### config.mk
export PLATFORM = sky130hd
export DESIGN_NAME = truth_table_scanner
export DESIGN_NICKNAME = d
export VERILOG_FILES = /design/src/rtl/truth_table_scanner.sv
export SDC_FILE = /design/constraint.sdc
export NUM_CORES = 1
export LEC_CHECK = 0
export ABC_CLOCK_PERIOD_IN_PS = 2530
export BUFFER_PORTS_ARGS = -buffer_cell sky130_fd_sc_hd__buf_2
export CORE_ASPECT_RATIO = 1.4
export CORE_MARGIN = 1
export CORE_UTILIZATION = 30
export DETAILED_ROUTE_END_ITERATION = 16
export PLACE_DENSITY_LB_ADDON = 0.08
export SYNTH_ARGS = -nofsm -noshare
export SYNTH_HDL_FRONTEND = slang
export SYNTH_SLANG_ARGS = --single-unit
export TNS_END_PERCENT = 20
### constraint.sdc
create_clock -name clk -period 2.53 [get_ports clk]
set_clock_uncertainty 0.05 [all_clocks]
set_input_delay 0.253 -clock clk [delete_from_list [all_inputs] [get_ports clk]]
set_output_delay 0.253 -clock clk [all_outputs]
set_load 0.03 [all_outputs]
### src/rtl/truth_table_scanner.sv
`default_nettype none
// ============================================================================
//  Module   : truth_table_scanner
//  Purpose  : Self-checking truth-table reader for small combinational
//             functions. Steps every input vector onto abcd, holds it
//             for SETTLE_CYCLES cycles, then samples f_in for one cycle.
//             The samples form a captured minterm mask, which is compared
//             bit-by-bit against an expected mask latched at start.
//  Ports    : clk, rst_n          - clock, synchronous active-low reset
//             start               - request a scan (accepted only when idle)
//             expected_mask       - expected truth table, latched at start
//             abcd / f_in         - vector driven out / function response
//             busy, done          - scan in progress / one-cycle completion
//             pass                - captured == expected, valid from done
//             captured_mask       - bit i = f_in observed for vector i
//             mismatch_count      - number of differing bits
//             first_fail(_valid)  - lowest mismatching vector index
//  Revision : 1.0 - initial release
// ============================================================================
module truth_table_scanner #(
    parameter  int N_INPUTS      = 4,
    parameter  int SETTLE_CYCLES = 1,
    localparam int ENTRIES       = 2**N_INPUTS
) (
    input  logic                clk,
    input  logic                rst_n,
    input  logic                start,
    input  logic [ENTRIES-1:0]  expected_mask,
    output logic [N_INPUTS-1:0] abcd,
    input  logic                f_in,
    output logic                busy,
    output logic                done,
    output logic                pass,
    output logic [ENTRIES-1:0]  captured_mask,
    output logic [N_INPUTS:0]   mismatch_count,
    output logic [N_INPUTS-1:0] first_fail,
    output logic                first_fail_valid
);

    // The settle counter counts down from SETTLE_CYCLES-1 to 0 so that the
    // SETTLE state lasts exactly SETTLE_CYCLES cycles. With SETTLE_CYCLES=0
    // the SETTLE state is never entered and the counter is inert.
    localparam int                CNT_W    = (SETTLE_CYCLES > 1) ? $clog2(SETTLE_CYCLES) : 1;
    localparam logic [CNT_W-1:0]  C_RELOAD = CNT_W'((SETTLE_CYCLES > 0) ? SETTLE_CYCLES - 1 : 0);
    localparam logic [N_INPUTS:0] C_SAT    = (N_INPUTS+1)'(ENTRIES);

    typedef enum logic [1:0] {
        ST_IDLE   = 2'd0,
        ST_SETTLE = 2'd1,
        ST_SAMPLE = 2'd2
    } state_t;

    state_t              r_state;
    state_t              w_state_next;
    logic [N_INPUTS-1:0] r_index;
    logic [CNT_W-1:0]    r_settle_cnt;
    logic [ENTRIES-1:0]  r_expected;

    logic                w_accept;
    logic                w_sample;
    logic                w_last;
    logic                w_miss;
    logic [N_INPUTS:0]   w_count_next;

    // ------------------------------------------------------------------
    // State register
    // ------------------------------------------------------------------
    always_ff @(posedge clk) begin
        if (!rst_n) begin
            r_state <= ST_IDLE;
        end else begin
            r_state <= w_state_next;
        end
    end

    // ------------------------------------------------------------------
    // Next-state logic and per-cycle strobes
    // ------------------------------------------------------------------
    always_comb begin
        w_state_next = r_state;
        w_accept     = 1'b0;
        w_sample     = 1'b0;
        w_last       = 1'b0;
        case (r_state)
            ST_IDLE: begin
                if (start) begin
                    w_accept     = 1'b1;
                    w_state_next = (SETTLE_CYCLES == 0) ? ST_SAMPLE : ST_SETTLE;
                end
            end
            ST_SETTLE: begin
                if (r_settle_cnt == '0) begin
                    w_state_next = ST_SAMPLE;
                end
            end
            ST_SAMPLE: begin
                w_sample = 1'b1;
                // The index never wraps: the all-ones vector ends the scan.
                if (r_index == '1) begin
                    w_last       = 1'b1;
                    w_state_next = ST_IDLE;
                end else begin
                    w_state_next = (SETTLE_CYCLES == 0) ? ST_SAMPLE : ST_SETTLE;
                end
            end
            default: begin
                w_state_next = ST_IDLE;
            end
        endcase
    end

    // Comparison of the current sample against the latched expectation.
    assign w_miss       = f_in ^ r_expected[r_index];
    assign w_count_next = (w_miss && (mismatch_count != C_SAT)) ?
                          mismatch_count + 1'b1 : mismatch_count;

    // ------------------------------------------------------------------
    // Datapath: index, settle counter, expectation latch and results
    // ------------------------------------------------------------------
    always_ff @(posedge clk) begin
        if (!rst_n) begin
            r_index          <= '0;
            r_settle_cnt     <= '0;
            r_expected       <= '0;
            captured_mask    <= '0;
            mismatch_count   <= '0;
            first_fail       <= '0;
            first_fail_valid <= 1'b0;
            pass             <= 1'b0;
            done             <= 1'b0;
        end else begin
            done <= 1'b0;
            if (w_accept) begin
                r_expected       <= expected_mask;
                captured_mask    <= '0;
                mismatch_count   <= '0;
                first_fail       <= '0;
                first_fail_valid <= 1'b0;
                pass             <= 1'b0;
                r_index          <= '0;
                r_settle_cnt     <= C_RELOAD;
            end else if (r_state == ST_SETTLE) begin
                if (r_settle_cnt != '0) begin
                    r_settle_cnt <= r_settle_cnt - 1'b1;
                end
            end else if (w_sample) begin
                captured_mask[r_index] <= f_in;
                mismatch_count         <= w_count_next;
                if (w_miss && !first_fail_valid) begin
                    first_fail       <= r_index;
                    first_fail_valid <= 1'b1;
                end
                if (w_last) begin
                    done <= 1'b1;
                    pass <= (w_count_next == '0);
                end else begin
                    r_index      <= r_index + 1'b1;
                    r_settle_cnt <= C_RELOAD;
                end
            end
        end
    end

    // Both outputs derive only from registers, so abcd moves at edges only
    // and busy drops on the final sample edge.
    assign busy = (r_state != ST_IDLE);
    assign abcd = (r_state == ST_IDLE) ? '0 : r_index;

endmodule
`default_nettype wire
Yosys cells after proc, flatten, opt, wreduce, memory -nomap -nowiden
Cells that the tools add are included.
Widths: inputs -> output; s select.

word-level totals
  flip-flop bits (word level) = 51
  bits of input ports = 20
  output and inout port bits = 33
  word-level logic and storage cells = 64

operators by class
  $add $sub $neg = 3
  $lt $le $gt $ge = 2
  equality and inequality tests = 7
  mux-type cells = 21
  bitwise operators = 5
  reduce and logical (&&, ||, !) cells = 16

operator list
  operator             number
  $bwmux 16            1
  $mux 1               13
  $reduce_and 3->1     3
  $pmux 2 s3           1
  $reduce_and 2->1     3
  $add 5x1->5 const B  1
  $logic_not 5->1      1
  $lt 4x5->1 const B   1
  $mux 5               1
  $ne 5x5->1 const B   1
  $add 4x1->4 const B  1
  $bmux 1 s4           1
  $demux 1 s4          1
  $eq 4x4->1 const B   1
  $ge 4x1->1 const B   1
  $mux 2               2
  $mux 4               1
  $ne 2x2->1 const B   2
  $not 1->1            4
  $reduce_bool 2->1    2
  $reduce_or 4->1      1
  $logic_and 1x1->1    3
  $eq 2x1->1 const B   1
  $eq 2x2->1 const B   1
  6 further kinds      6

Longest topological paths before layout
Gate-level depths: netlist of run 1.

  depth after elaboration = 6
  gate-level depth with buffers = 8
  gate-level depth less buffers = 8

Worst setup path after synthesis of run 1
No wires, ideal clock.

  path kind = register to register
  start = reg r_index[1]
  end = reg mismatch_count[1]
  setup time = 128 ps
  arrival = 2060 ps
  data required time = 2352 ps
  setup slack = 292 ps
  stages on the path, launching flop included = 8
  path buffers = 1
  period minus slack after synthesis = 2238 ps
  cell sequence = dfxtp_1 > buf_6 > mux2_1 > mux4_2 > mux2i_4 > a21oi_1 > mux2i_1 > nor2_1

between the ends
  cells in the longest elaborated chain, start to end = 5

ends and longest elaborated chain
  element                       line  source
  from (decl)                   55    logic [N_INPUTS-1:0] r_index;
  from (signal assigned)        157   r_index <= r_index + 1'b1;
  $bmux 1 s4                    113   assign w_miss = f_in ^ r_expected[r_index];
  $mux 1 (not written as such)  113
  $xor 1x1->1                   113
  $logic_and 1x1->1             114   assign w_count_next = (w_miss && (mismatch_count != C_SAT)) ?
  $mux 5                        114
  to (signal assigned)          148   mismatch_count <= w_count_next;
  to (decl)                     35    output logic [N_INPUTS:0] mismatch_count,

No other way between the ends. The select of a mux whose other input is x is not followed.
A chain may end at the register's enable or synchronous reset.

Worst setup path in the final report of run 1
Same ends and word-level chain as after synthesis.

==> results by group, run 1 <==
Detailed routing
  • Antenna Nets Post-Route: 0
  • Avg WL per Cell: between 10 and 15 µm
  • Total number of vias: roughly 2,100
  • Post-route DRC: 0
  • DRT Pass-1 Iters: 4
  • DRT iter0 DRCs: 103
  • Drt total wl: just under 6000 µm
  • Via density: 4.66

Floorplan
  • Starting Density: 31.3%
  • Ports: 53
  • Vert. Die Dim: 109 µm
  • Placement row count: 38
  • Die area: 0.00856 mm²
  • Core area: 0.00785 mm²
  • DIE WIDTH: 78.5 µm

Synthesis
  • Post-synth EDFFs: 0
  • Portion of netlist area occupied by mux cells: 12.7%
  • Synth cell types: 40
  • Count leader, synth: nand2_1
  • Netlist Area Pre-Place: about 0.0025 mm²
  • Yosys top cell area share: roughly two fifths
  • Async set-or-reset flop fraction in the synthesized netlist: 0%
  • Xor/xnor cell area share of the yosys netlist: 2.50%
  • Adder-Cell Fraction of Synth Area: 3.06%
  • Synth top area cells: dfxtp_1, nand2_1, nor2_1
  • Avg Cell Area, Syn: 8.65 µm²
  • Gate Count Post-Synth: 284
  • Syn. warnings: 0
  • Ys flop type: dfxtp_1
  • Largest family of logic cells by synthesized area: simple AND/OR/NAND/NOR gates
  • Simple-gate share of the synthesized area: 21.9%
  • Most frequent cells after synthesis: nand2_1, dfxtp_1, nor2_1, a21boi_0
  • Mapped Nets: between 300 and 400
  • Post-synth top area cell: dfxtp_1
  • Synth Area in Compound Gates: 14.1%
  • Sequential area share after synthesis: 40.8%
  • Flops & latches, synth: 50

Pwr
  • Switching Share: 24.9%
  • VDD IR max: around 0.00026 V
  • Gate power share: 9.9%
  • Pint: 1.17 mW
  • Pwr/cell area: 525 mW/mm²
  • Clock share of power: 37.4%
  • Pleak: roughly 1.2 nW
  • Net switching power: 0.387 mW
  • Sequential share of power: 52.7%

STA
  • Worst slew pin tran: 0.684 ns
  • Fin crit period: 2.35 ns
  • Finish-stage setup viols: 0
  • RSZ-0062 raised after global routing: no
  • Timing-limited maximum frequency: 426 MHz
  • Worst slew margin: a little over half
  • Max Slew Vio Count: 0
  • Worst hold slack: 0.131 ns
  • Hold Vio Cnt, Final: 0
  • Final setup TNS: 0 ns
  • Period Utilization, post-route: between 90% and 100%

Final layout
  • Layout cells sized above 1: between 20% and 30%
  • Final #Nets: 367
  • Area grow syn2layout: 20.5%
  • Antenna diodes: 0
  • Final cell count without fillers: 442

Clock network
  • Clk root buf: clkbuf_8
  • Clk buf depth: 2
  • Clock sinks: 50
  • Post-CTS setup buffer count: 0
  • Clk pin slew, worst setup/hold paths: about 0.090 ns
  • Clock buffer count from CTS: 5
  • CTS tree: done
  • H-tree Lvls: 2
  • Clock Latency Late Sink: 0.31 ns

GRT
  • First-pass GRT wire length: 9750 µm
  • Pin count of the biggest net entering global routing: 25
  • Vias in the first global route: 1,902
  • Initial antenna violation count: 0
  • Total track usage: 15.0%
  • GRT overflow: 0

Min path
  • Type of the tightest min-delay check: primary input to flip-flop
  • Min-delay src: expected_mask[11]

Critical path
  • Worst setup EP type: flip-flop
  • Worst EP arrival: 2.47 ns
  • Critical path origin: r_index[1]$_SDFFE_PP0P_
  • RR Startpoint: r_index[1]$_SDFFE_PP0P_
  • WS Path Type: flip-flop to flip-flop
  • Worst path bufs/invs: 0
  • WP data required: around 2.7 ns
  • CP top delay family: multiplexers
  • Critical-path top delay cell: mux4_2
  • Setup crit start kind: flip-flop
  • CP max stage delay: 0.55 ns
  • Worst Path Max Fanout: 8
  • Cell Chain, Critical Path: mux2_1 -> mux4_2 -> mux2i_4 -> a21oi_1 -> mux2i_1 -> nor2_1
  • Reg2Reg Setup Slack: 0.18 ns

Placement
  • Cells after DPL: 434
  • Final GP Congestion: 0.735
  • Port Buffer Count: 52
  • Detail Placement HPWL: around 4400 µm

Run
  • Max Cap Viol: 0

Outcome
  • Status: completed
==> power groups by stage <==
stage	registers [mW]	clock network (mW)	logic (mW)
floorplan	0.835	0	0.106
global placement	0.838	0	0.155
detailed placement	0.838	0	0.157
CTS	0.820	0.617	0.158
global route	0.822	0.641	0.173
finish	0.819	0.580	0.154
==> cells in the final DEF, fill, tap and decap left out, types with 2 or more instances in the layout <==
cell       n
nand2_1   55
buf_2     52
dfxtp_1   49
nor2_1    35
a21boi_0  17
o21ai_0   13
a21oi_1   13
buf_4     13
nand3_1   10
mux2i_1    9
inv_1      7
xnor2_1    6
nor3_1     6
ha_1       6
clkbuf_8   5
nand2b_1   3
mux2_4     3
mux2i_4    3
mux2_1     3
a211oi_1   3
o31ai_1    3
nor2b_1    2
and2_1     2
and3b_1    2
nor4_1     2
nor3b_1    2
mux4_1     2
==> cell type report <==
type / instances / area (µm²)
multi-input cells: 211 / 1330
fillers: 865 / 4880
flip-flops and latches: 50 / 1000
repair buffers: 65 / 358
clock buffers: 5 / 68.8
inverters: 8 / 30.0
clock inverters: 3 / 43.8
well taps: 100 / 125
==> sequential cells by signal (all words and copies together), names as in the netlist <==
name,cells
r_index,4
r_expected,16
r_state,2
first_fail_valid,1
captured_mask,16
pass,1
first_fail,4
done,1
mismatch_count,5
==> metrics by stage <==
step                      util, %  total power, mW  setup slack (ns)  cell area [µm²]
after detailed placement     36.3            0.995             0.102             2850
after global routing         37.7             1.64            0.0871             2960
after floorplan                 -            0.941             0.292             2460
after global placement       36.3            0.993             0.138             2850
after CTS                    37.7             1.59            0.0557             2960
final                        37.7             1.55             0.182             2960
==> tightest hold or removal path: cells and delay by family <==
kind                   cells  cell delay (ns)
AO/OA/AOI/OAI              1             0.06
buffers and inverters      1             0.09
AND/OR/NAND/NOR            1             0.04
==> final timing paths <==
check,endpoint,depth (start not counted)
setup / recovery,mismatch_count[1]$_SDFFE_PP0P_,6
hold / removal,r_expected[11]$_SDFFE_PN0P_,3
setup reg to reg,mismatch_count[1]$_SDFFE_PP0P_,6
hold reg to reg,r_expected[15]$_SDFFE_PN0P_,2
==> metal layers <==
layer	track usage, %	share of wire, %	vias to the layer above
li1	-	-	1065
met4	7.41	1.6	0
met5	0	0	-
met3	3.60	4.2	7
met1	18.1	45	938
met2	24.8	49	50
==> cells by family after synthesis <==
| group | Yosys count |
|---|---|
| buffers and inverters | 23 |
| xor gates and xnor gates | 7 |
| and+or+nand+nor | 123 |
| DFF | 50 |
| muxes | 21 |
| AOI/OAI and AO/OA | 54 |
| adders and majority gates | 6 |
==> timing repair <==
action / CTS / global route
setup endpoints to repair: 0 / 3
resized for setup: 0 / 1
hold buffers: 0 / 0
No activity file was read; power rests on OpenSTA's default activity.
==> run 2: changes to the inputs <==
ABC_CLOCK_PERIOD_IN_PS = 2600   (was 2530)
CAP_MARGIN = 20   (was unset)
clock period = 2.6 ns   (was 2.53 ns; I/O delays follow)
==> run 2 against run 1 <==
  * Sequential power down 2.8%
  * Clock power is 21% lower
  * Sequential share of layout area rose by 0.36 points
  * Cell count shrank 0.23%
  * Non-clock buffer count decreased by 1
  * Worst hold slack better by 0.015 ns
  * Die area stayed put
  * Critical path depth grew 1
  * First-iteration DRC count increased by 11%
  * Global-route usage decreased by 0.17 points
  * Setup slack gained 0.084 ns
  * Sequential cell count unchanged
  * Highest routed layer unchanged
==> results by group, run 2 (synthesis gave the netlist of run 1 again) <==
Floorplan
  • Placement row count: 38 (unchanged)
  • Die area: 0.00856 mm² (unchanged)
  • DIE WIDTH: 78.5 µm (unchanged)
  • Core area: 0.00785 mm² (unchanged)
  • Starting Density: 31.3% (unchanged)
  • Vert. Die Dim: 109 µm (unchanged)
  • Ports: 53 (unchanged)

Detailed routing
  • Via density: 4.71 (+1.0%)
  • Total number of vias: 2,076 (+0.78%)
  • Antenna Nets Post-Route: 0 (unchanged)
  • Drt total wl: 5890 µm (-0.94%)
  • Avg WL per Cell: 13.3 µm (-0.72%)
  • Post-route DRC: 0 (unchanged)
  • DRT Pass-1 Iters: 5 (+1)
  • DRT iter0 DRCs: 114 (+11%)

Clock network
  • Clk root buf: clkbuf_8
  • Clk buf depth: 2 (unchanged)
  • Clock sinks: 50 (unchanged)
  • Post-CTS resize count: 0 (unchanged)
  • Hold Buf Count CTS: 0 (unchanged)
  • Clock Latency Late Sink: 0.30 ns (about the same)
  • Post-CTS setup buffer count: 0 (unchanged)
  • CTS tree: done
  • H-tree Lvls: 2 (unchanged)
  • Clock buffer count from CTS: 5 (unchanged)
  • Clk pin slew, worst setup/hold paths: 0.10 ns (about the same)

STA
  • Worst slew margin: 52.4% (-1.9 points)
  • Timing-limited maximum frequency: 428 MHz (+0.62%)
  • Final setup TNS: 0 ns (unchanged)
  • Finish-stage setup viols: 0 (unchanged)
  • Max Slew Vio Count: 0 (unchanged)
  • RSZ-0062 raised after global routing: no
  • Worst slew pin tran: 0.704 ns (+0.0206 ns)
  • Hold Vio Cnt, Final: 0 (unchanged)
  • Period Utilization, post-route: 89.8% (-3.1 points)
  • Fin crit period: 2.33 ns (-0.0145 ns)

Final layout
  • Most common cell after layout, fill and taps aside: nand2_1
  • Area of the multi-input gates: 0.00133 mm² (unchanged)
  • Final #Nets: 366 (-0.27%)
  • Biggest regs: captured_mask: 16 flops, r_expected: 16 flops, mismatch_count: 5 flops
  • Reg area: 0.00100 mm² (-0.12%)
  • Commonest cells after routing, fill and taps aside: nand2_1, buf_2, dfxtp_1
  • Finished Cell Area: 0.00293 mm² (-1.2%)
  • Layout cells sized above 1: 23.8% (-0.81 points)
  • Area grow syn2layout: 19.1%
  • FILL cells: 849 (-1.8%)
  • Antenna diodes: 0 (unchanged)

GRT
  • Vias in the first global route: 1,882 (-1.1%)
  • Initial antenna violation count: 0 (unchanged)
  • Pin count of the biggest net entering global routing: 25 (unchanged)
  • GRT overflow: 0 (unchanged)
  • First-pass GRT wire length: 9750 µm (unchanged)
  • Total track usage: 14.8% (-0.17 points)

Critical path
  • Worst Path Max Fanout: 6 (-2)
  • Worst setup EP type: flip-flop
  • Worst EP arrival: 2.45 ns (-0.02 ns)
  • WS Path Type: flip-flop to flip-flop
  • Setup crit start kind: flip-flop
  • R2R Path End: mismatch_count[1]$_SDFFE_PP0P_
  • WP data required: 2.72 ns (+0.06 ns)
  • Reg2Reg Setup Slack: 0.27 ns (+0.08 ns)
  • Reg2reg path depth: 7 (+1)
  • RR Startpoint: r_index[1]$_SDFFE_PP0P_

Pwr
  • Sequential share of power: 56.6% (+3.9 points)
  • Pwr/cell area: 481 mW/mm² (-8.3%)
  • Net switching power: 0.370 mW (-4.5%)
  • Clock share of power: 32.8% (-4.6 points)
  • Gate power share: 10.6% (+0.7 points)
  • Pint: 1.04 mW (-11%)
  • Pleak: 1.17 nW (-1.6%)
  • VDD IR max: 0.000236 V (-11%)
  • Switching Share: 26.3% (+1.4 points)

Placement
  • Post-DP Area: 0.00284 mm² (-0.26%)
  • Detail Placement HPWL: 4280 µm (-1.9%)
  • Final GP Congestion: 0.723 (-1.7%)
  • Port Buffer Count: 52 (unchanged)

Min path
  • Min-delay src: expected_mask[7]
  • Hold path cells: 3 (unchanged)
  • Hold EP: r_expected[7]$_SDFFE_PN0P_
  • Type of the tightest min-delay check: primary input to flip-flop

Run
  • Max Cap Viol: 0 (unchanged)

Outcome
  • Status: completed
## run 2: through the flow
step | instances | utilization (%) | hold slack, ns | setup slack (ns) | power (mW)
after floorplan | 284 | - | 0.355 | 0.362 | 0.916
after global placement | 433 | 36.2 | 0.397 | 0.296 | 0.966
after detailed placement | 433 | 36.2 | 0.402 | 0.296 | 0.967
after CTS | 441 | 37.3 | 0.131 | 0.258 | 1.44
after global routing | 441 | 37.3 | 0.141 | 0.165 | 1.48
final | 441 | 37.3 | 0.146 | 0.266 | 1.41
## run 2: critical path: stages (launching register included)
cell and delay (ns):
dfxtp_1 0.34, buf_4 0.14, mux2_1 0.33, mux4_2 0.55, mux2i_4 0.25, a21oi_1 0.28
mux2i_1 0.22, nor2_1 0.05
## run 2: how the worst max path moves through the flow
stage                                          end  slack [ns]                            from  cells past startpoint
floorplan           mismatch_count[1]$_SDFFE_PP0P_        0.36         r_index[1]$_SDFFE_PP0P_                      7
global placement    mismatch_count[1]$_SDFFE_PP0P_        0.30         r_index[1]$_SDFFE_PP0P_                      7
detailed placement  mismatch_count[1]$_SDFFE_PP0P_        0.30         r_index[1]$_SDFFE_PP0P_                      7
CTS                 mismatch_count[1]$_SDFFE_PP0P_        0.26         r_index[1]$_SDFFE_PP0P_                      7
global route                     pass$_SDFFE_PP0P_        0.16  mismatch_count[1]$_SDFFE_PP0P_                      8
finish              mismatch_count[1]$_SDFFE_PP0P_        0.27         r_index[1]$_SDFFE_PP0P_                      7
## run 2: power by group through the flow
stage / logic [mW] / clock network, mW / registers [mW]
after floorplan: 0.103 / 0 / 0.813
after global placement: 0.151 / 0 / 0.816
after detailed placement: 0.152 / 0 / 0.815
after CTS: 0.152 / 0.488 / 0.797
after global routing: 0.169 / 0.516 / 0.800
final: 0.149 / 0.461 / 0.796
## run 2: layer usage
layer	part of all wire (%)	global-route usage [%]	vias to the layer above	routed length, µm
met5	0	0	-	0
met4	0.70	4.76	0	41
met3	3.5	2.93	2	206
met2	50	24.3	47	2930
met1	46	19.5	960	2710
li1	-	-	1067	-
## run 2: layout make-up
| class | count | area share [%] |
|---|---|---|
| clock buffer | 6 | 2.48 |
| clock inverter | 2 | 0.470 |
| inverter | 8 | 1.03 |
| multi-input combinational | 211 | 45.6 |
| sequential | 50 | 34.2 |
| tap | 100 | 4.28 |
| timing repair buffer | 64 | 12.0 |
